===== config.mk =====
export PLATFORM = sky130hd
export DESIGN_NAME = reg_bus_arbiter
export DESIGN_NICKNAME = d
export VERILOG_FILES = /design/src/rtl/reg_bus_arbiter.sv
export SDC_FILE = /design/constraint.sdc
export NUM_CORES = 1
export LEC_CHECK = 0
export ABC_AREA = 1
export CAP_MARGIN = 20
export CORE_AREA = 10 10 551 553
export DETAILED_ROUTE_END_ITERATION = 8
export DIE_AREA = 0 0 561 563
export PLACE_DENSITY = 0.36
export SLEW_MARGIN = 20
export SYNTH_ARGS = -nofsm -noshare
export SYNTH_HDL_FRONTEND = slang
export SYNTH_SLANG_ARGS = --single-unit
export TNS_END_PERCENT = 50

===== constraint.sdc =====
create_clock -name clk -period 2.8 [get_ports clk]
set_input_delay 0.28 -clock clk [delete_from_list [all_inputs] [get_ports clk]]
set_output_delay 0.28 -clock clk [all_outputs]
set_load 0.01 [all_outputs]

===== src/rtl/reg_bus_arbiter.sv =====
// reg_bus_arbiter
//   Shares the tile register bus between N_REQ masters, one transaction at a
//   time. Round-robin grant, a single outstanding transaction, and a one-cycle
//   response pulse to the granted requester. The target id is addr[15:8].
//
// Parameters
//   N_REQ    number of requesters (2..8)
//   N_TGT    number of register-bus targets
//   TIMEOUT  read-response timeout in cycles (only with REG_BUS_ARB_TIMEOUT_EN)
//
// Ports
//   clk, rst          clock, synchronous active-high reset
//   req_valid/write/addr/wdata   per-requester request (held until req_ready)
//   req_ready         one-hot accept pulse (combinational, IDLE only)
//   resp_valid        one-hot completion pulse; resp_data/resp_err valid with it
//   reg_bus_waddr/wdata/wvalid   write side of the register bus
//   reg_bus_araddr/arvalid       read request side of the register bus
//   reg_bus_rvalid/rdata         per-target read return
//
// Build option
//   REG_BUS_ARB_TIMEOUT_EN  adds a read timeout: err=1, data=32'hDEAD_BEEF.
//   Without it, WAIT_R holds until the addressed target answers.
module reg_bus_arbiter #(
  parameter int unsigned N_REQ   = 4,
  parameter int unsigned N_TGT   = 32,
  parameter int unsigned TIMEOUT = 1024
) (
  input  logic                 clk,
  input  logic                 rst,
  input  logic [N_REQ-1:0]     req_valid,
  input  logic [N_REQ-1:0]     req_write,
  input  logic [N_REQ*16-1:0]  req_addr,
  input  logic [N_REQ*32-1:0]  req_wdata,
  output logic [N_REQ-1:0]     req_ready,
  output logic [N_REQ-1:0]     resp_valid,
  output logic [31:0]          resp_data,
  output logic                 resp_err,
  output logic [15:0]          reg_bus_waddr,
  output logic [31:0]          reg_bus_wdata,
  output logic [N_TGT-1:0]     reg_bus_wvalid,
  output logic [N_TGT-1:0]     reg_bus_arvalid,
  output logic [15:0]          reg_bus_araddr,
  input  logic [N_TGT-1:0]     reg_bus_rvalid,
  input  logic [N_TGT*32-1:0]  reg_bus_rdata
);

  localparam int unsigned PW = $clog2(N_REQ);

  typedef enum logic [1:0] {S_IDLE, S_ISSUE, S_WAIT_R, S_RESP} state_t;

  state_t         state_q, state_d;
  logic [PW-1:0]  rr_ptr_q;
  logic [PW-1:0]  grant_q;
  logic [PW-1:0]  win;
  logic           found;
  logic           wr_q;
  logic [15:0]    addr_q;
  logic [31:0]    wdata_q;
  logic [31:0]    data_q;
  logic           err_q;
  logic [7:0]     tgt;
  logic           tgt_ok;
  logic [N_TGT-1:0] tgt_onehot;
  logic           sel_rvalid;
  logic [31:0]    sel_rdata;
  logic           expired;

  assign tgt        = addr_q[15:8];
  assign tgt_ok     = (32'(tgt) < N_TGT);
  assign tgt_onehot = tgt_ok ? ({{(N_TGT-1){1'b0}}, 1'b1} << tgt) : '0;

  assign reg_bus_waddr  = {8'h00, addr_q[7:0]};
  assign reg_bus_araddr = {8'h00, addr_q[7:0]};
  assign reg_bus_wdata  = wdata_q;
  assign resp_data      = data_q;
  assign resp_err       = err_q;

  // Round-robin pick: first valid requester at or after rr_ptr_q, cyclically.
  always_comb begin
    int unsigned idx;
    idx   = 0;
    found = 1'b0;
    win   = '0;
    for (int unsigned k = 0; k < N_REQ; k++) begin
      idx = 32'(rr_ptr_q) + k;
      if (idx >= N_REQ) idx = idx - N_REQ;
      if (!found && req_valid[PW'(idx)]) begin
        found = 1'b1;
        win   = PW'(idx);
      end
    end
  end

  // Only the addressed target's return is observed; others are ignored.
  always_comb begin
    sel_rvalid = 1'b0;
    sel_rdata  = '0;
    for (int unsigned t = 0; t < N_TGT; t++) begin
      if (32'(tgt) == t) begin
        sel_rvalid = reg_bus_rvalid[t];
        sel_rdata  = reg_bus_rdata[t*32 +: 32];
      end
    end
  end

`ifdef REG_BUS_ARB_TIMEOUT_EN
  logic [31:0] to_cnt_q;

  assign expired = (to_cnt_q == 32'(TIMEOUT - 1));

  always_ff @(posedge clk) begin
    if (rst)                     to_cnt_q <= '0;
    else if (state_q == S_ISSUE) to_cnt_q <= '0;
    else if (state_q == S_WAIT_R) to_cnt_q <= to_cnt_q + 32'd1;
  end
`else
  assign expired = 1'b0;
`endif

  always_comb begin
    state_d         = state_q;
    req_ready       = '0;
    resp_valid      = '0;
    reg_bus_wvalid  = '0;
    reg_bus_arvalid = '0;
    case (state_q)
      S_IDLE: begin
        if (found) begin
          req_ready = {{(N_REQ-1){1'b0}}, 1'b1} << win;
          state_d   = S_ISSUE;
        end
      end
      S_ISSUE: begin
        if (!tgt_ok) begin
          state_d = S_RESP;
        end else if (wr_q) begin
          reg_bus_wvalid = tgt_onehot;
          state_d        = S_RESP;
        end else begin
          reg_bus_arvalid = tgt_onehot;
          state_d         = S_WAIT_R;
        end
      end
      S_WAIT_R: begin
        if (sel_rvalid || expired) state_d = S_RESP;
      end
      S_RESP: begin
        resp_valid = {{(N_REQ-1){1'b0}}, 1'b1} << grant_q;
        state_d    = S_IDLE;
      end
      default: state_d = S_IDLE;
    endcase
    // Outputs are forced quiet while reset is held, whatever the state.
    if (rst) begin
      req_ready       = '0;
      resp_valid      = '0;
      reg_bus_wvalid  = '0;
      reg_bus_arvalid = '0;
    end
  end

  always_ff @(posedge clk) begin
    if (rst) begin
      state_q  <= S_IDLE;
      rr_ptr_q <= '0;
      grant_q  <= '0;
      wr_q     <= 1'b0;
      addr_q   <= '0;
      wdata_q  <= '0;
      data_q   <= '0;
      err_q    <= 1'b0;
    end else begin
      state_q <= state_d;
      case (state_q)
        S_IDLE: begin
          if (found) begin
            grant_q  <= win;
            wr_q     <= req_write[win];
            addr_q   <= req_addr[win*16 +: 16];
            wdata_q  <= req_wdata[win*32 +: 32];
            rr_ptr_q <= (win == PW'(N_REQ - 1)) ? '0 : win + 1'b1;
          end
        end
        S_ISSUE: begin
          data_q <= '0;
          err_q  <= !tgt_ok;
        end
        S_WAIT_R: begin
          // A return in the expiry cycle takes priority over the timeout.
          if (sel_rvalid) begin
            data_q <= sel_rdata;
            err_q  <= 1'b0;
          end else if (expired) begin
            data_q <= 32'hDEAD_BEEF;
            err_q  <= 1'b1;
          end
        end
        default: ;
      endcase
    end
  end

endmodule


==> impl_metrics.toml, run 1 <==
[outcome]
outcome = "finished with violations"
violations = "setup timing"

[job]
drv_cap = 0

[logic_synthesis]
ys_ff_latch = 88
synth_cells = 3180
synth_area_per_cell_um2 = 4.783
synth-warning-count = 0
syn_area_um2 = 15210
synth_cell_types = 37
synth_seq_area_share_pct = 11.58

[timing]
max_freq_mhz = 246.6
period_needed_ps = 4054
fin_tns_setup_ps = -40000
setup_slack_ps = -1254
hold_ws_ps = 190.4
slew_viol_final = 0
fin_skew_ps = 16.76
maxSlewHeadroom_pct = 31.12
finalHoldViolations = 0
fin_crit_sh_pct = 144.8
setup_violations = 47
tightestPinTransition_ps = 1033
rsz0062_at_grt = "true"

[routing]
drtPass1Iterations = 6
routed_wl_um = 278900
wire_per_inst_um = 30.95
drtIter0Drc = 1753
ant_nets = 0
via_count = 29150
drc_errors = 0
viasPerCell = 3.235

[place]
detailedPlace.worstSlack_ps = -2281
dpl_cell_area_um2 = 38580
gp_congestion = 0.9554
dpl.hpwl_um = 244600
io_buffers = 1410

[global_routing]
first_global_vias = 30860
grt_pass1_wl_um = 344900
grt_start_max_net_pins = 61
met2_usage_pct = 29.81
use_met1_pct = 19.35
top_usage_layer = "met2"
grtUsageTotal_pct = 16.62
grt.overflow.total = 0
antenna_found_initial = 140
grtUsageMet3_pct = 6.067

[critical_path]
path_delay_family = "simple AND/OR/NAND/NOR gates"
crit_arrival_ps = 4300
reg2regPathDepth = 30
path_depth = 30
crit_fanout = 8
path_buf_inv = 5
end_kind = "flop"
crit_path_end = "resp_data[9]"
cp-startpoint = "addr_q[14]"
slowest_delay_ps = 370
critPathRequiredTime_ps = 3050
reg2reg_to = "resp_data[9]"
critPathSlowestCell = "dfxtp_2"
path_common_cell = "nand2_1"
r2r-start = "addr_q[14]"
cp-start-kind = "flop"
crit_type = "reg2reg"
r2r_slack_ps = -1250

[clock_tree]
clkTransAtPathRegs_ps = 90
max-clock-path-buffers = 2
clk_latency_ps = 410
htreeDepth = 3
clockRootBuffer = "clkbuf_16"
cts_buffers = 9
clock-sinks = 88
tritoncts = "done"

[final_layout]
final_area_um2 = 42630
mostFrequentLayoutCell = "clkdlybuf4s50_1"
nets = 6312
synthToLayoutAreaGrowth_pct = 180.3
final_cell_mix = "clkdlybuf4s50_1, nand2_1, nor2_1, buf_4, inv_1"
drive_gt1_share_pct = 24.83

[hold_path]
hold_path.class = "in2reg"

[power]
power_density_nw_per_um2 = 789.5
power_frac_seq_pct = 5.9
p_comb_share_pct = 89.9
p_leak_nw = 17.09
p_sw_mw = 18.31
p_int_mw = 15.35
switching_share_pct = 54.40
clkPwrFrac_pct = 4.2
irDropWorstVdd_v = 0.0004628

[die]
die_x_um = 561
die_h_um = 563
design.core.area_um2 = 292600
row_count = 199
start_util_pct = 5.199
dieArea_um2 = 315800
io-pin-count = 1427
[kinds of logic after synthesis]
kind of cell,share of synthesized area [%]
XOR/XNOR,0.05760
buffers and inverters,15.66
flip-flops,11.58
other,0.02466
adder cells (fa/ha/maj),0.7404
AO/OA/AOI/OAI,10.29
AND/OR/NAND/NOR,61.44
multiplexers,0.1974
[synth_stat cells, drive strengths merged]
cell type     n  share of area [%]
dfxtp        88                 12
ha            9               0.74
nor2        555                 14
mux2i         3               0.20
clkbuf      142                3.5
xor2          1              0.058
nand4       176                7.2
nor3          4               0.13
a31oi         1              0.041
a211oi        2              0.099
o211ai        6               0.30
or2         186                7.7
nand3        81                2.7
o21ai       121                4.0
o22ai        24               0.99
o32ai        17               0.98
buf          66                2.8
nor4          1              0.041
a21boi        4               0.20
nand2      1203                 30
a21oi       104                3.4
o41ai         3               0.17
conb          1              0.025
o311ai        2               0.12
clkinv        3              0.074
inv         377                9.3
[worst min path at each step]
stage	startpoint	to	slack, ps	cells past startpoint
final	rst	grant_q[1]	190	2
after global routing	rst	grant_q[1]	170	2
after CTS	rst	grant_q[1]	150	2
after floorplan	state_q[1]	state_q[1]	480	2
after detailed placement	resp_data[4]	resp_data[4]	460	2
after global placement	resp_data[14]	resp_data[14]	460	2
[per-stage QoR]
stage | total power [mW] | std cells | util [%]
5_1_grt | 36.10 | 8977 | 14.54
4_1_cts | 32.27 | 8928 | 14.02
6_report | 33.66 | 9010 | 14.57
3_5_place_dp | 27.83 | 8827 | 13.19
2_1_floorplan | 9.774 | 3195 | -
3_3_place_gp | 27.86 | 8827 | 13.19
[flip-flops by register name, indices dropped and copies added, names as in the netlist]
register	flops
resp_err	1
rr_ptr_q	2
addr_q	16
wr_q	1
state_q	2
grant_q	2
resp_data	32
reg_bus_wdata	32
[power groups by stage]
stage                     clock network (mW)  logic, mW  registers [mW]
after floorplan                            0       7.79            1.98
after CTS                               1.50       28.8            2.00
after detailed placement                   0       25.8            2.00
final                                   1.40       30.3            2.00
after global routing                    1.52       32.5            2.05
after global placement                     0       25.9            1.99
[final cells by class]
class                      count  area, µm²
antenna                       41      102.6
fill                       33920     249900
tap                         3919       4903
clock buffer                   9      225.2
multi-input combinational   2520      12800
clock inverter                 7      86.33
sequential                    88       1775
inverter                     380       1501
timing repair inverter         1      8.758
timing repair buffer        2045      21230
[metal layers]
layer | wire length [µm] | share of wire [%]
met1 | 111600 | 40
met5 | 690 | 0.25
met3 | 25720 | 9.2
met2 | 136500 | 49
met4 | 4296 | 1.5
[timing repair]
item,4_1_cts,5_1_grt
buffers inserted,89,53
endpoints found under the setup margin,139,145
pin swaps,109,169
hold buffers,0,0
gates resized for setup,517,321
cloned,12,10
[worst register-to-register path: cells and delay by family (launching register included)]
| family | cells | cell delay (ps) |
|---|---|---|
| AO/OA/AOI/OAI | 2 | 120 |
| buffers and inverters | 5 | 810 |
| flip-flops | 1 | 370 |
| AND/OR/NAND/NOR | 23 | 2620 |
Note: power is estimated with default switching activity, not from simulation.
==> inputs of run 2 (changes only) <==
- REMOVE_ABC_BUFFERS: unset -> 1
==> run 2 against run 1 <==
Against the previous run:
- the flow still finishes with violations (setup timing)
- count of clock-buffer cells in the layout is the same
- worst setup slack lost 350 ps
- first-iteration DRC count grew 5.6%
- global-route usage shrank 0.40 points
- clock power grew 11%
- sequential power is essentially flat
- non-clock buffer count shrank 116
- routed wire length shrank 2.6%
- critical path depth shrank 5
- combinational power shrank 11%
- critical path type unchanged
- highest routed layer unchanged
==> impl_metrics.toml, run 2 (same netlist as run 1, synthesis figures left out) <==
[final_layout]
num-fill-cells = 34020
drive_gt1_share_pct = 23.30
final_area_um2 = 41070
synthToLayoutAreaGrowth_pct = 170.0
nets = 6194
multi_input_area_um2 = 12730
final_cell_mix = "clkdlybuf4s50_1, nand2_1, nor2_1, buf_4, inv_1"
final-seq-area_um2 = 1777
mostFrequentLayoutCell = "clkdlybuf4s50_1"

[clock_tree]
clkTransAtPathRegs_ps = 100
clk_latency_ps = 450
htreeDepth = 3
cts_buffers = 9
tritoncts = "done"
clock-sinks = 88
max-clock-path-buffers = 2
clockRootBuffer = "clkbuf_16"

[routing]
drtIter0Drc = 1851
drc_errors = 0
wire_per_inst_um = 30.59
via_count = 28810
viasPerCell = 3.242
routed_wl_um = 271700
drtPass1Iterations = 7
ant_nets = 0

[place]
dpl.hpwl_um = 243700
dpl_cell_area_um2 = 38120
io_buffers = 1410
gp_congestion = 0.8841

[global_routing]
antenna_found_initial = 175
grt.overflow.total = 0
grt_start_max_net_pins = 75
top_usage_layer = "met2"
grt_pass1_wl_um = 336500
grtUsageMet3_pct = 5.726
use_met1_pct = 19.33
grtUsageTotal_pct = 16.23
first_global_vias = 30400
met2_usage_pct = 28.87

[die]
start_util_pct = 5.199
dieArea_um2 = 315800
die_x_um = 561
die_h_um = 563
row_count = 199
design.core.area_um2 = 292600
io-pin-count = 1427

[timing]
setup_violations = 85
fin_skew_ps = 23.85
tightestPinTransition_ps = 723.2
finalHoldViolations = 0
setup_slack_ps = -1605
slew_viol_final = 0
period_needed_ps = 4405
fin_crit_sh_pct = 157.3
max_freq_mhz = 227.0
maxSlewHeadroom_pct = 51.63
rsz0062_at_grt = "true"

[critical_path]
critPathSlowestCell = "nand4_1"
crit_fanout = 10
crit_arrival_ps = 4710
path_buf_inv = 6
cp-start-kind = "flop"
r2r_slack_ps = -1600
slowest_delay_ps = 440
crit_type = "reg2reg"
critPathRequiredTime_ps = 3100
end_kind = "flop"
path_delay_family = "simple AND/OR/NAND/NOR gates"

[power]
p_leak_nw = 16.57
irDropWorstVdd_v = 0.0009169
power_density_nw_per_um2 = 745.7
power.total_mw = 30.63

[hold_path]
hold_path.class = "in2reg"

[outcome]
violations = "setup timing"
outcome = "finished with violations"

[job]
drv_cap = 0
-- run 2: changes by cell type in the layout (fill, tap and decap cells not counted), sizes merged --
cell / change
dlymetal6s2s: +10
bufbuf: -3
clkinv: +1
clkdlybuf4s15: -2
inv: -2
nor2: -1
diode: -8
clkbuf: +2
clkdlybuf4s50: -4
dlygate4sd2: -2
buf: -117
-- run 2: layer usage --
metal  share of wire [%]  vias to the layer above
met5                0.30                        -
met2                  49                     1410
met1                  41                    13660
li1                    -                    13330
met3                 8.3                      294
met4                 1.3                      120
-- run 2: final timing paths --
| path | endpoint | cells past startpoint | start |
|---|---|---|---|
| worst max-delay path | resp_data[27] | 25 | addr_q[13] |
| worst min register to register | resp_data[18] | 2 | resp_data[18] |
| worst max register to register | resp_data[27] | 25 | addr_q[13] |
| worst min-delay path | resp_data[27] | 3 | rst |
-- run 2: area by class of cell --
type,instances,area share (%)
antenna,33,0.2011
multi-input combinational,2519,30.99
clock buffer,9,0.5483
timing repair buffer,1929,48.10
clock inverter,7,0.1767
sequential,88,4.326
inverter,380,3.717
tap,3919,11.94
-- run 2: worst reg2reg max path: stages, from the launching register on --
cell and delay [ps]:
dfxtp_2 360, nor2_2 40, nand2_2 100, buf_12 140, buf_4 210, nor2_4 90
buf_12 160, buf_4 170, nand2_1 60, nand4_1 440, nor2_1 310, nand4_1 280
nor2_1 180, buf_4 170, nand4_1 160, nor2_4 170, buf_6 140, nand4_1 150
nor2_1 120, nand4_1 100, nor2_2 130, nand4_1 260, nand3_1 160, nor2_1 50
nor2_1 90, nor2_1 40
-- run 2: metrics by stage --
stage / util, % / setup WS, ps / instances / setup TNS [ps] / hold WS, ps
6_report: 14.04 / -1605 / 8884 / -46090 / 418.8
5_1_grt: 14.01 / -2029 / 8854 / -70950 / 374.3
4_1_cts: 13.63 / -2056 / 8815 / -57240 / 350.5
3_5_place_dp: 13.03 / -2357 / 8769 / -76130 / 461.6
3_3_place_gp: 13.03 / -2376 / 8769 / -74840 / 454.7
2_1_floorplan: - / -3182 / 2987 / -176540 / 349.1
-- run 2: where the power goes --
part           internal [mW]  leakage [nW]  switching (mW)  total, mW
Combinational           11.5          15.7            15.5       27.1
Clock                  0.638         0.143           0.927       1.56
Sequential              1.65         0.727           0.327       1.98
-- run 2: repair_timing --
action                                  CTS  global route
hold endpoints to repair                  0             0
hold buffers                              0             0
gates resized for setup                 424           263
cloned                                    2             4
setup buffers                            34            45
pin swaps                               145           199
endpoints found under the setup margin  139           143
==> inputs of run 3 (changes only) <==
- RECOVER_POWER: unset -> 50
==> run 3 against run 2 <==
Against the previous run:
- the flow still finishes with violations (setup timing)
- largest power group unchanged
- core utilization about the same
- combinational power about the same
- maximum frequency is 0.14% lower
- sequential power about the same
- critical endpoint unchanged
- worst setup slack lost 6.0 ps
==> impl_metrics.toml, run 3 (same netlist as run 1, synthesis figures left out) <==
[place]
detailedPlace.worstSlack_ps = -2357
io_buffers = 1410
dpl.hpwl_um = 243700
gp_congestion = 0.8841

[clock_tree]
clk_latency_ps = 440
hold_buffers = 0
clockRootBuffer = "clkbuf_16"
htreeDepth = 3
clkTransAtPathRegs_ps = 100
cts_buffers = 9
max-clock-path-buffers = 2
tritoncts = "done"
clock-sinks = 88

[timing]
fin_skew_ps = 23.45
tightestPinTransition_ps = 723.3
period_needed_ps = 4411
fin_tns_setup_ps = -45940
finalHoldViolations = 0
setup_slack_ps = -1611
max_freq_mhz = 226.7
maxSlewHeadroom_pct = 51.63
rsz0062_at_grt = "true"
setup_violations = 87
fin_crit_sh_pct = 157.5
slew_viol_final = 0

[global_routing]
first_global_vias = 30400
grt.overflow.total = 0
grtUsageTotal_pct = 16.23
antenna_found_initial = 175
grt_pass1_wl_um = 336500
grt_start_max_net_pins = 75

[die]
start_util_pct = 5.199
die_h_um = 563
io-pin-count = 1427
die_x_um = 561
design.core.area_um2 = 292600
row_count = 199
dieArea_um2 = 315800

[power]
power_density_nw_per_um2 = 743.4
p_leak_nw = 16.72
irDropWorstVdd_v = 0.0009200
power.total_mw = 30.53

[routing]
drtPass1Iterations = 5
via_count = 28760
routed_wl_um = 271700
wire_per_inst_um = 30.58
drc_errors = 0
ant_nets = 0
drtIter0Drc = 1839
viasPerCell = 3.237

[critical_path]
reg2reg_to = "resp_data[27]"
crit_arrival_ps = 4710
critPathRequiredTime_ps = 3100
r2r-start = "addr_q[13]"
r2r_slack_ps = -1610
cp-startpoint = "addr_q[13]"
crit_fanout = 10
reg2regPathDepth = 25
end_kind = "flop"
cp-start-kind = "flop"
crit_type = "reg2reg"

[final_layout]
num-fill-cells = 34010
final_cell_mix = "clkdlybuf4s50_1, nand2_1, nor2_1, buf_4, inv_1"
mostFrequentLayoutCell = "clkdlybuf4s50_1"
nets = 6194
synthToLayoutAreaGrowth_pct = 170.0
drive_gt1_share_pct = 23.30

[outcome]
violations = "setup timing"
outcome = "finished with violations"

[hold_path]
hold_path.class = "in2reg"
min_from = "rst"
hold_path_depth = 3
hold_end = "resp_data[27]"

[job]
drv_cap = 0
==> run 3: cell types whose count changed in the layout (fill, tap and decap cells not counted) <==
cell	previous run	this run
dlygate4sd3_1	0	55
clkdlybuf4s50_1	1337	1282
diode_2	33	32
==> run 3: power breakdown <==
part           total [mW]  switching, mW  internal, mW
Sequential           1.97          0.318          1.65
Clock                1.56          0.924         0.638
Combinational        27.0           15.5          11.5
==> run 3: how the worst max path moves through the flow <==
stage | endpoint | slack, ps | cells past startpoint
floorplan | addr_q[14] | -3180 | 19
global placement | resp_data[27] | -2380 | 27
detailed placement | resp_data[27] | -2360 | 27
CTS | resp_data[27] | -2060 | 27
global route | resp_data[27] | -2030 | 27
finish | resp_data[27] | -1610 | 25
==> run 3: metrics by stage <==
stage	area [µm²]	std cells	hold slack, ps	utilization [%]
floorplan	14310	2987	349.1	-
global placement	38120	8769	454.7	13.03
CTS	39890	8815	350.5	13.63
finish	41070	8883	419.1	14.04
detailed placement	38120	8769	461.6	13.03
global route	41000	8854	374.3	14.01
==> run 3: timing repair <==
action / CTS / global route
pin swaps: 145 / 199
gates resized for setup: 424 / 263
buffers inserted: 34 / 45
endpoints found under the hold margin: 0 / 0
endpoints found under the setup margin: 139 / 143
gates cloned: 2 / 4
==> run 3: per-layer routing <==
metal	share of wire (%)	wire, µm	up-vias	GRT usage [%]
li1	-	-	13320	-
met1	41	112200	13610	19.33
met2	49	132700	1403	28.87
met3	8.2	22280	299	5.726
met4	1.4	3681	120	1.658
met5	0.30	804	-	0
==> run 3: layout make-up <==
class                      count  area [µm²]  share of cell area (%)
timing repair buffer        1929       19760                   48.10
multi-input combinational   2519       12730                   31.00
clock inverter                 7       72.57                  0.1767
tap                         3919        4903                   11.94
clock buffer                   9       225.2                  0.5484
antenna                       32       80.08                  0.1950
sequential                    88        1777                   4.326
inverter                     380        1526                   3.717
==> run 3: worst max-delay path: stages (launching register included) <==
cell and delay [ps]:
dfxtp_2 360, nor2_2 40, nand2_2 100, buf_12 140, buf_4 210, nor2_4 80
buf_12 160, buf_4 150, nand2_1 60, nand4_1 440, nor2_1 300, nand4_1 280
nor2_1 180, buf_4 170, nand4_1 150, nor2_4 170, buf_6 140, nand4_1 150
nor2_1 120, nand4_1 100, nor2_2 130, nand4_1 260, nand3_1 160, nor2_1 50
nor2_1 90, nor2_1 40
